### src/rtl/alu_serial_frame_rx.sv
// Serial deframer for the ALU command link: 11-bit packets carry B/A operand bytes
// and a closing CTL packet with op and CRC-4; one registered result per frame.
module alu_serial_frame_rx #(
  parameter int DATA_PKTS = 8,
  parameter int CHECK_OP  = 1
) (
  input  logic        clk,
  input  logic        rst,
  input  logic        sin,
  output logic        frame_valid,
  output logic [31:0] b_data,
  output logic [31:0] a_data,
  output logic [2:0]  op,
  output logic        err_data,
  output logic        err_crc,
  output logic        err_op,
  output logic        busy
);

  // state   | meaning
  // IDLE    | line idle, waiting for a start bit (sin=0)
  // TYPE    | sampling the packet type bit
  // PAYLOAD | shifting in 8 payload bits, MSB first
  // STOP    | sampling the stop bit; accept packet or abort
  // ABORT   | framing error seen, waiting for one high cycle
  typedef enum logic [2:0] {
    S_IDLE    = 3'd0,
    S_TYPE    = 3'd1,
    S_PAYLOAD = 3'd2,
    S_STOP    = 3'd3,
    S_ABORT   = 3'd4
  } state_t;

  localparam logic [3:0] DATA_PKTS_C = 4'(DATA_PKTS);

  state_t      state_q, state_d;
  logic [2:0]  bit_cnt_q, bit_cnt_d;
  logic        type_q, type_d;
  logic [7:0]  pay_q, pay_d;
  logic [3:0]  pkt_cnt_q, pkt_cnt_d;
  logic [63:0] ba_q, ba_d;
  logic        fv_q, fv_d;
  logic [31:0] b_data_q, b_data_d;
  logic [31:0] a_data_q, a_data_d;
  logic [2:0]  op_q, op_d;
  logic        err_data_q, err_data_d;
  logic        err_crc_q, err_crc_d;
  logic        err_op_q, err_op_d;
  logic        busy_q, busy_d;

  logic [3:0]  crc_calc;
  logic        op_known;

  function automatic logic [3:0] crc4(input logic [67:0] msg);
    logic [3:0] c;
    logic       fb;
    c = 4'h0;
    for (int i = 67; i >= 0; i--) begin
      fb = c[3] ^ msg[i];
      c  = {c[2:0], 1'b0} ^ {2'b00, fb, fb};
    end
    return c;
  endfunction

  // CTL payload is {0, op[2:0], crc[3:0]}, so op sits in pay_q[6:4]
  assign crc_calc = crc4({ba_q, 1'b1, pay_q[6:4]});
  assign op_known = (pay_q[5] == 1'b0);

  always_comb begin
    state_d    = state_q;
    bit_cnt_d  = bit_cnt_q;
    type_d     = type_q;
    pay_d      = pay_q;
    pkt_cnt_d  = pkt_cnt_q;
    ba_d       = ba_q;
    fv_d       = 1'b0;
    b_data_d   = b_data_q;
    a_data_d   = a_data_q;
    op_d       = op_q;
    err_data_d = err_data_q;
    err_crc_d  = err_crc_q;
    err_op_d   = err_op_q;
    busy_d     = busy_q;

    case (state_q)
      S_IDLE: begin
        if (!sin) begin
          state_d = S_TYPE;
          busy_d  = 1'b1;
        end
      end
      S_TYPE: begin
        type_d    = sin;
        bit_cnt_d = 3'd0;
        state_d   = S_PAYLOAD;
      end
      S_PAYLOAD: begin
        pay_d     = {pay_q[6:0], sin};
        bit_cnt_d = bit_cnt_q + 3'd1;
        if (bit_cnt_q == 3'd7) begin
          state_d = S_STOP;
        end
      end
      S_STOP: begin
        if (sin) begin
          state_d = S_IDLE;
          if (!type_q) begin
            ba_d = {ba_q[55:0], pay_q};
            if (pkt_cnt_q != 4'hF) begin
              pkt_cnt_d = pkt_cnt_q + 4'd1;
            end
          end else begin
            fv_d       = 1'b1;
            busy_d     = 1'b0;
            pkt_cnt_d  = 4'd0;
            b_data_d   = ba_q[63:32];
            a_data_d   = ba_q[31:0];
            op_d       = pay_q[6:4];
            err_data_d = 1'b0;
            err_crc_d  = 1'b0;
            err_op_d   = 1'b0;
            if (pkt_cnt_q != DATA_PKTS_C) begin
              err_data_d = 1'b1;
            end else if (pay_q[3:0] != crc_calc) begin
              err_crc_d = 1'b1;
            end else if ((CHECK_OP != 0) && !op_known) begin
              err_op_d = 1'b1;
            end
          end
        end else begin
          // framing error: report it now, then hold off until the line goes high
          state_d    = S_ABORT;
          fv_d       = 1'b1;
          busy_d     = 1'b0;
          pkt_cnt_d  = 4'd0;
          b_data_d   = ba_q[63:32];
          a_data_d   = ba_q[31:0];
          op_d       = 3'd0;
          err_data_d = 1'b1;
          err_crc_d  = 1'b0;
          err_op_d   = 1'b0;
        end
      end
      S_ABORT: begin
        if (sin) begin
          state_d = S_IDLE;
        end
      end
      default: begin
        state_d = S_IDLE;
      end
    endcase
  end

  always_ff @(posedge clk or posedge rst) begin
    if (rst) begin
      state_q    <= S_IDLE;
      bit_cnt_q  <= 3'd0;
      type_q     <= 1'b0;
      pay_q      <= 8'd0;
      pkt_cnt_q  <= 4'd0;
      ba_q       <= 64'd0;
      fv_q       <= 1'b0;
      b_data_q   <= 32'd0;
      a_data_q   <= 32'd0;
      op_q       <= 3'd0;
      err_data_q <= 1'b0;
      err_crc_q  <= 1'b0;
      err_op_q   <= 1'b0;
      busy_q     <= 1'b0;
    end else begin
      state_q    <= state_d;
      bit_cnt_q  <= bit_cnt_d;
      type_q     <= type_d;
      pay_q      <= pay_d;
      pkt_cnt_q  <= pkt_cnt_d;
      ba_q       <= ba_d;
      fv_q       <= fv_d;
      b_data_q   <= b_data_d;
      a_data_q   <= a_data_d;
      op_q       <= op_d;
      err_data_q <= err_data_d;
      err_crc_q  <= err_crc_d;
      err_op_q   <= err_op_d;
      busy_q     <= busy_d;
    end
  end

  assign frame_valid = fv_q;
  assign b_data      = b_data_q;
  assign a_data      = a_data_q;
  assign op          = op_q;
  assign err_data    = err_data_q;
  assign err_crc     = err_crc_q;
  assign err_op      = err_op_q;
  assign busy        = busy_q;

endmodule

### config.mk
export PLATFORM = sky130hd
export DESIGN_NAME = alu_serial_frame_rx
export DESIGN_NICKNAME = d
export VERILOG_FILES = /design/src/rtl/alu_serial_frame_rx.sv
export SDC_FILE = /design/constraint.sdc
export NUM_CORES = 1
export LEC_CHECK = 0
export CAP_MARGIN = 30
export CORE_MARGIN = 4
export CORE_UTILIZATION = 60
export CTS_BUF_LIST = sky130_fd_sc_hd__clkbuf_4 sky130_fd_sc_hd__clkbuf_8 sky130_fd_sc_hd__clkbuf_16
export CTS_CLUSTER_DIAMETER = 40
export DETAILED_ROUTE_END_ITERATION = 8
export PLACE_DENSITY = 0.92
export SYNTH_ARGS = -nofsm -noshare
export SYNTH_HDL_FRONTEND = slang
export SYNTH_SLANG_ARGS = --single-unit
export TNS_END_PERCENT = 20
### constraint.sdc
create_clock -name clk -period 10.2 [get_ports clk]
set_input_delay 1.02 -clock clk [delete_from_list [all_inputs] [get_ports clk]]
set_output_delay 1.02 -clock clk [all_outputs]
set_load 0.01 [all_outputs]
Word level (Yosys, flattened, before mapping)
Cells that the tools add are included.

Word-level logic and storage cells: 206. Output and inout port bits: 72. Input port bits: 3. Flip-flop bits (word level): 155.

Muxes and demuxes: 34. $add $sub $neg: 2. Reductions and logical operators: 8. Bitwise logic cells: 134. Equal/unequal tests: 14.

Operator list (number): 4-bit by 2-bit XOR with 4-bit output (66); 32-bit 2-to-1 mux (4); 1-bit XOR (64); 1-bit 2-to-1 mux (18); 3-bit 2-to-1 mux (6); 3-bit case mux with 5 select lines (1); 4-bit 2-to-1 mux (3); 3-bit AND reduction (3); 4-bit inequality test, second input constant (2); 3-bit by 2-bit == test with 1-bit output, second input constant (2); 3-bit == test, second input constant (2); 2-bit inequality test, second input constant (3); 3-bit case mux with 2 select lines (1); 4-bit by 1-bit adder with 4-bit output, second input constant (1); 4-bit inequality test (1); 2-bit AND reduction (2); 2-bit nonzero test (2); 3-bit by 1-bit adder with 3-bit output, second input constant (1); 3-bit by 1-bit == test with 1-bit output, second input constant (1); 3-bit logical NOT (1); 3-bit by 1-bit inequality test with 1-bit output, second input constant (1); 3-bit inequality test, second input constant (1); 3-bit by 2-bit XOR with 3-bit output (1); 2-bit by 1-bit inequality test with 1-bit output, second input constant (1); other kinds (3) (4).

Longest topological paths before layout
Gate-level depths: netlist (run 1).

Word-level depth: 137. Gate-level depth with buffers: 11. Gate-level depth less buffers: 10.

Worst setup path before layout (run 1)
OpenSTA, ideal clock, no wires.

Kind: register to register. Start: reg ba_q[29]. End: reg err_crc_q, in the netlist err_crc. Setup slack: 6.763 ns. Data required time: 10.079 ns. Library setup time: 0.121 ns. Cell stages (with the launch flop): 12. Clock period less this slack: 3.437 ns. Buffers on the path: 1. Arrival time: 3.317 ns. Path through: dfrtp_1 > buf_6 > xnor2_1 > xnor2_1 > xnor3_2 > xnor3_1 > xnor3_2 > xnor3_1 > or3_1 > a211oi_2 > o211ai_1 > a22o_1.

Cells in the longest elaborated chain, start to end: 51. Elaborated cells between the ends (all ways): 70. Those cells by class: eq/ne: 1; mux: 4; bitwise: 65.

Ends and longest elaborated chain: start, declared (line 41) `logic [63:0] ba_q, ba_d;`; start signal, assigned (line 162) `ba_q <= 64'd0;`; start signal, assigned (line 177) `ba_q <= ba_d;`; 1-bit XOR (*) (line 59) `fb = c[3] ^ msg[i];`; 4-bit by 2-bit XOR with 4-bit output (*) (3 in a row) (line 60) `c = {c[2:0], 1'b0} ^ {2'b00, fb, fb};`; 1-bit XOR (line 59); 4-bit by 2-bit XOR with 4-bit output (*) (3 in a row) (line 60); 1-bit XOR (line 59); 4-bit by 2-bit XOR with 4-bit output (*) (3 in a row) (line 60); 1-bit XOR (line 59); 4-bit by 2-bit XOR with 4-bit output (*) (3 in a row) (line 60); [25 not listed]; 4-bit by 2-bit XOR with 4-bit output (*) (3 in a row) (line 60); 1-bit XOR (line 59); 4-bit by 2-bit XOR with 4-bit output (*) (line 60); 4-bit inequality test (*) (line 124) `end else if (pay_q[3:0] != crc_calc) begin`; 1-bit 2-to-1 mux (*) (line 124); 1-bit 2-to-1 mux (*) (line 122) `if (pkt_cnt_q != DATA_PKTS_C) begin`; 1-bit 2-to-1 mux (*) (line 107) `if (!type_q) begin`; 1-bit 2-to-1 mux (*) (line 105) `if (sin) begin`; end signal, assigned (line 183) `err_crc_q <= err_crc_d;`; end, declared (line 47) `logic err_crc_q, err_crc_d;`.

Every way passes the cells marked *; elsewhere a longest branch is shown, timed or not. The select of a mux whose other input is x is not followed. A chain may end at the register's enable or synchronous reset.

Worst setup path after layout (run 1)
Start: reg ba_q[46]. End: reg err_crc_q, in the netlist err_crc.

Cells in the longest elaborated chain, start to end: 73. Elaborated cells between the ends (all ways): 104. Those cells by class: eq/ne: 1; mux: 4; bitwise: 99.

Ends and longest elaborated chain (line): 1-bit XOR (*) (59); 4-bit by 2-bit XOR with 4-bit output (*) (3 in a row) (60); 1-bit XOR / 4-bit by 2-bit XOR with 4-bit output (equally long branches) (59, 60); 4-bit by 2-bit XOR with 4-bit output (*) (3 in a row) (60); 1-bit XOR / 4-bit by 2-bit XOR with 4-bit output (equally long branches) (59, 60); 4-bit by 2-bit XOR with 4-bit output (*) (3 in a row) (60); 1-bit XOR / 4-bit by 2-bit XOR with 4-bit output (equally long branches) (59, 60); 4-bit by 2-bit XOR with 4-bit output (*) (3 in a row) (60); [46 not listed]; 4-bit by 2-bit XOR with 4-bit output (*) (4 in a row) (60); 1-bit XOR / 4-bit by 2-bit XOR with 4-bit output (equally long branches) (59, 60); 4-bit by 2-bit XOR with 4-bit output (*) (60); 4-bit inequality test (*) (124); 1-bit 2-to-1 mux (*) (124); 1-bit 2-to-1 mux (*) (122); 1-bit 2-to-1 mux (*) (107); 1-bit 2-to-1 mux (*) (105).

Marks and branches as above.

==> results.sh, run 1 <==
export IMPL_status="finished clean"
export IMPL_clockBufferDepth=2
export IMPL_die_h_um=117
export IMPL_dieArea_um2=13800
export IMPL_placed_cells=817
export IMPL_stdcell_count=847
export IMPL_min_path_type="reg2reg"
export IMPL_p_leak_nw=4.38
export IMPL_vias=4792
export IMPL_synth_nets=626
export IMPL_avgRoutedWirePerCell_um=19.0
export IMPL_endpoint_kind="flip-flop"
export IMPL_dr_wl_met2_mm=8.41
export IMPL_grt_start_max_net_pins=72
export IMPL_antennaDiodeCount=0
export IMPL_drive_above_1_share_pct=17.3
export IMPL_cp_arrival_ns=4.28
export IMPL_initial_utilization_pct=62.0
export IMPL_tightest_slew_ns=0.882
export IMPL_cp_num_buf_inv=0
export IMPL_core_area_um2=11600
export IMPL_fill_cells=685
export IMPL_synth_top_area_share_pct=54.1
export IMPL_worst_path_most_repeated_cell="xnor3_1"
export IMPL_antenna_found_initial=0
export IMPL_cp_slowest_stage_delay_ns=0.53
export IMPL_synthesis_area_um2=7170
export IMPL_synthCells=619
export IMPL_track_usage_pct=24.4
export IMPL_cts_max_level=4
export IMPL_clkTransAtPathRegs_ns=0.06
export IMPL_nNetsFinal=700
export IMPL_synthToLayoutAreaGrowth_pct=21.7
export IMPL_grt_pass1_wl_mm=26.7
export IMPL_fin_setup_tns_ns=0
export IMPL_clk_latency_ns=0.43
export IMPL_cts_resized=0
export IMPL_synth_seq_cells=155
export IMPL_hold_buffers=0
export IMPL_route_layer_met1_wl_mm=6.44
export IMPL_criticalPathCategory="reg2reg"
export IMPL_cts_tree="built"
export IMPL_setup_viol_count_final=0
export IMPL_power_density_nw_per_um2=374
export IMPL_viasPerCell=5.66
export IMPL_worst_path_max_delay_cell="xnor3_2"
export IMPL_antenna_left=0
export IMPL_fmax_mhz=252
export IMPL_die_x_um=117
export IMPL_grt_pass1_vias=5177
export IMPL_first_pass_iters=4
export IMPL_ys_warn_count=0
export IMPL_cts_sinks=155
export IMPL_port_buffers=74
export IMPL_maxCapViolCount=0
export IMPL_period_needed_ns=3.97
export IMPL_rsz0062_at_grt="no"
export IMPL_post_cts_setup_buffers=0
export IMPL_io_pins=75
export IMPL_slew_headroom_pct=41.2
export IMPL_drt_wl_total_mm=16.1
export IMPL_avgSynthCellArea_um2=11.6
export IMPL_drt_initial_drc_count=417
export IMPL_gp_congestion=0.826
export IMPL_ys_seq_area_share_pct=54.1
export IMPL_numCtsBuffers=17
export IMPL_grt_ovfl_total=0
export IMPL_cp_max_fo=4
export IMPL_clock_root_buffer="clkbuf_16"
export IMPL_num_rows=39
export IMPL_crit_path_cell_trace="xnor2_1, xnor2_2, xnor3_1, xnor3_1, xnor3_2, xnor3_1, or3_1, a211oi_2, o211ai_1, a22o_1"
export IMPL_drc=0
export IMPL_finalCritPeriodShare_pct=38.9
export IMPL_critPathRequiredTime_ns=10.51
export IMPL_slew_violations=0
export IMPL_skew_ns=0.00981
export IMPL_synth_top_cells_by_area="dfrtp_1, mux2_2, nand2_1"
export IMPL_crit_family="XOR/XNOR gates"
export IMPL_dp_hpwl_mm=10.1
export IMPL_hold_viol=0
export IMPL_cp_start_kind="flip-flop"
export IMPL_ir_drop_mv=0.356
export IMPL_yosys_area_top_type="dfrtp_1"
export IMPL_highest_layer="met4"
export IMPL_finalPower_mw=3.26
export IMPL_dr_wl_met3_um=828
export IMPL_yosysUniqueCellTypes=34
area by class of cell:
class	count	area (um^2)	share of cell area (%)
sequential	155	3880	44.4
multi-input combinational	432	3180	36.4
timing repair buffer	80	818	9.37
clock buffer	22	482	5.52
tap	143	179	2.05
clock inverter	8	165	1.89
inverter	7	31.3	0.358
report_power, final:
part | internal, mW | switching [mW] | total, mW
Sequential | 0.731 | 0.127 | 0.858
Clock | 0.455 | 0.242 | 0.697
Combinational | 0.906 | 0.802 | 1.71
metal layers:
metal	vias up	global-route usage, %
met3	35	7.12
li1	2151	-
met4	0	8.06
met1	2452	29.8
met2	154	41.9
met5	-	0
per-stage QoR:
stage	hold WS [ns]	area, um^2	util (%)	setup WS, ns
after global placement	0.457	8040	69.5	6.57
after detailed placement	0.460	8080	69.9	6.55
after global routing	0.498	8730	75.5	6.18
after CTS	0.478	8730	75.5	6.28
after floorplan	0.446	7170	-	5.00
final	0.473	8730	75.5	6.23
synth_stat cells, drive strengths merged:
library cell	instances
ha	4
or2	2
xnor3	23
nor2	9
a211oi	1
nand2	208
and3	1
xor2	16
nand3	7
a31oi	1
a22o	3
a32o	1
buf	4
mux2	73
xnor2	57
inv	6
xor3	2
nor2b	1
clkinv	1
or3	2
o21ai	6
clkbuf	21
dfrtp	155
nor3	3
nand4b	1
a21oi	7
o211ai	1
nand2b	3
flip-flops by register name, indices dropped and copies added, names as in the netlist, 3 cells and up:
signal,cells
pay_q,8
pkt_cnt_q,4
op,3
state_q,3
a_data,32
bit_cnt_q,3
b_data,32
ba_q,64
layout by cell type (no fill, tap or decap), types with 2 or more instances in the layout:
cell type	count
a21oi_1	7
a22o_1	3
buf_4	4
bufinv_16	5
clkbuf_16	17
clkbuf_4	2
clkbuf_8	3
clkdlybuf4s50_1	74
clkinv_2	3
dfrtp_1	155
ha_1	4
inv_1	5
mux2_2	73
nand2_1	207
nand2b_1	3
nand3_1	7
nor2_1	8
nor3_1	3
o21ai_0	5
or2_2	2
or3_1	2
xnor2_1	54
xnor2_2	3
xnor3_1	21
xnor3_2	2
xor2_1	15
xor3_1	2
logic make-up after synthesis:
family,Yosys count,share of synthesized area [%]
adders and majority gates,4,0.698
muxes,73,11.5
buffers and inverters,32,1.80
xor gates and xnor gates,98,17.2
AOI/OAI and AO/OA,20,1.78
and+or+nand+nor,237,13.0
DFF,155,54.1
worst reg2reg max path: stages (launching register included):
cell and delay [ns]:
dfrtp_1 0.46, xnor2_1 0.46, xnor2_2 0.23, xnor3_1 0.44, xnor3_1 0.41, xnor3_2 0.53
xnor3_1 0.42, or3_1 0.35, a211oi_2 0.19, o211ai_1 0.16, a22o_1 0.21
path summary, 6_finish.rpt:
check | start | end | slack (ns) | depth (start not counted)
min in group asynchronous | rst | a_data[17] | 1.05 | 2
max in group asynchronous | rst | b_data[26] | 8.03 | 4
hold / removal | a_data[24] | a_data[24] | 0.47 | 2
setup / recovery | ba_q[46] | err_crc | 6.23 | 10
hold reg to reg | a_data[24] | a_data[24] | 0.47 | 2
setup reg to reg | ba_q[46] | err_crc | 6.23 | 10
No activity file was read; power rests on OpenSTA's default activity.
==> run 2: changes to the inputs <==
--- a/config.mk
+++ b/config.mk
@@ -7,11 +7,11 @@
 export LEC_CHECK = 0
 export CAP_MARGIN = 30
 export CORE_MARGIN = 4
-export CORE_UTILIZATION = 60
+export CORE_UTILIZATION = 57
 export CTS_BUF_LIST = sky130_fd_sc_hd__clkbuf_4 sky130_fd_sc_hd__clkbuf_8 sky130_fd_sc_hd__clkbuf_16
 export CTS_CLUSTER_DIAMETER = 40
 export DETAILED_ROUTE_END_ITERATION = 8
-export PLACE_DENSITY = 0.92
+export PLACE_DENSITY = 0.88
 export SYNTH_ARGS = -nofsm -noshare
 export SYNTH_HDL_FRONTEND = slang
 export SYNTH_SLANG_ARGS = --single-unit
==> constraint.sdc (replaced) <==
create_clock -name clk -period 4.1 [get_ports clk]
set_input_delay 0.41 -clock clk [delete_from_list [all_inputs] [get_ports clk]]
set_output_delay 0.41 -clock clk [all_outputs]
set_load 0.01 [all_outputs]
==> results.sh, run 2 (synthesis gave the netlist of run 1 again) <==
export IMPL_hold_viol=0
export IMPL_fmax_mhz=272
export IMPL_cp_arrival_ns=3.99
export IMPL_drc=0
export IMPL_tightest_slew_ns=0.920
export IMPL_largest_reg_flops=64
export IMPL_criticalPathCategory="reg2reg"
export IMPL_viasPerCell=5.22
export IMPL_first_pass_iters=4
export IMPL_critPathRequiredTime_ns=4.41
export IMPL_hold_buffers=0
export IMPL_clock_root_buffer="clkbuf_16"
export IMPL_rsz0062_at_grt="no"
export IMPL_finalPower_mw=7.82
export IMPL_post_cts_setup_buffers=0
export IMPL_fill_cells=814
export IMPL_layout_common_cells="nand2_1, dfrtp_1, clkdlybuf4s50_1"
export IMPL_p_leak_nw=4.37
export IMPL_io_pins=75
export IMPL_placed_area_um2=8150
export IMPL_gp_congestion=0.879
export IMPL_finalCritPeriodShare_pct=89.8
export IMPL_num_rows=40
export IMPL_numCtsBuffers=17
export IMPL_clockBufferDepth=2
export IMPL_grt_pass1_vias=4963
export IMPL_crit_path_cell_trace="xnor3_1, xnor3_1, xnor2_1, xnor3_1, xnor3_2, xnor3_1, or3_1, a211oi_2, o211ai_1, a22o_1"
export IMPL_dp_hpwl_mm=10.4
export IMPL_fin_area_um2=8760
export IMPL_core_area_um2=12200
export IMPL_endpoint_kind="flip-flop"
export IMPL_period_needed_ns=3.68
export IMPL_skew_ns=0.00774
export IMPL_clk_latency_ns=0.43
export IMPL_maxCapViolCount=0
export IMPL_final_common_cell="nand2_1"
export IMPL_drt_initial_drc_count=326
export IMPL_largest_register="ba_q"
export IMPL_cts_resized=0
export IMPL_cp_slowest_stage_delay_ns=0.46
export IMPL_synthToLayoutAreaGrowth_pct=22.2
export IMPL_vias=4573
export IMPL_drt_wl_total_mm=15.3
export IMPL_power_density_nw_per_um2=892
export IMPL_cp_max_fo=4
export IMPL_hold_ws_ns=0.424
export IMPL_slew_headroom_pct=38.5
export IMPL_dieArea_um2=14400
export IMPL_nNetsFinal=702
export IMPL_antennaDiodeCount=0
export IMPL_antenna_found_initial=0
export IMPL_min_path_type="in2async"
export IMPL_drive_above_1_share_pct=17.8
export IMPL_cts_max_level=4
export IMPL_status="finished clean"
export IMPL_final_seq_area_um2=3880
export IMPL_worst_path_most_repeated_cell="xnor3_1"
export IMPL_antenna_left=0
export IMPL_ir_drop_mv=0.988
export IMPL_die_h_um=120
export IMPL_clkTransAtPathRegs_ns=0.06
export IMPL_port_buffers=74
export IMPL_placed_cells=844
export IMPL_avgRoutedWirePerCell_um=17.4
export IMPL_die_x_um=120
export IMPL_setup_viol_count_final=0
export IMPL_grt_pass1_wl_mm=25.3
export IMPL_cts_sinks=155
export IMPL_multi_input_comb_area_um2=3180
export IMPL_grt_start_max_net_pins=74
export IMPL_slew_violations=0
export IMPL_initial_utilization_pct=59.0
export IMPL_worst_path_max_delay_cell="xnor3_2"
export IMPL_cp_start_kind="flip-flop"
export IMPL_track_usage_pct=22.4
export IMPL_cts_tree="built"
export IMPL_stdcell_count=876
export IMPL_grt_ovfl_total=0
export IMPL_fin_setup_tns_ns=0
## run 2: cell types whose count changed in the layout (fill, tap and decap cells not counted), sizes merged
cell / previous run / this run
bufinv: 5 / 3
clkbuf: 22 / 21
clkinvlp: 0 / 3
buf: 6 / 8
clkinv: 3 / 5
## run 2: critical path: cells and delay by family (launching register included)
family                    cells  cell delay [ns]
DFF                           1             0.40
and+or+nand+nor               1             0.34
xor gates and xnor gates      6             2.24
AOI/OAI and AO/OA             3             0.57
## run 2: worst paths after layout
path / from / cells after the start / slack, ns / endpoint
worst max-delay path: ba_q[17] / 10 / 0.42 / err_crc
worst min-delay path: rst / 2 / 0.42 / ba_q[14]
worst max register to register: ba_q[17] / 10 / 0.42 / err_crc
worst min register to register: b_data[5] / 2 / 0.47 / b_data[5]
max in group asynchronous: rst / 3 / 2.87 / b_data[3]
min in group clk: b_data[5] / 2 / 0.47 / b_data[5]
## run 2: final cells by class
| class | count | share of cell area (%) |
|---|---|---|
| tap | 168 | 2.40 |
| clock inverter | 11 | 1.63 |
| timing repair buffer | 82 | 9.79 |
| inverter | 7 | 0.343 |
| multi-input combinational | 432 | 36.2 |
| sequential | 155 | 44.3 |
| clock buffer | 21 | 5.34 |
## run 2: layer usage
metal | vias up | share of wire (%) | track usage, %
met5 | - | 0 | 0
met4 | 0 | 1.9 | 8.16
met3 | 21 | 3.5 | 4.77
met2 | 98 | 51 | 38.3
met1 | 2290 | 44 | 28.4
li1 | 2164 | - | -
## run 2: per-stage QoR
stage,util [%],setup slack (ns)
2_1_floorplan,-,0.663
3_3_place_gp,66.7,0.600
3_5_place_dp,67.0,0.468
4_1_cts,72.1,0.437
5_1_grt,72.1,0.208
6_report,72.1,0.417
## run 2: report_power, final
part	switching (mW)	leakage, nW	internal (mW)	total [mW]
sequential	0.316	2.11	1.82	2.13
combinational	1.82	1.97	2.26	4.08
clock	0.608	0.300	1.00	1.61
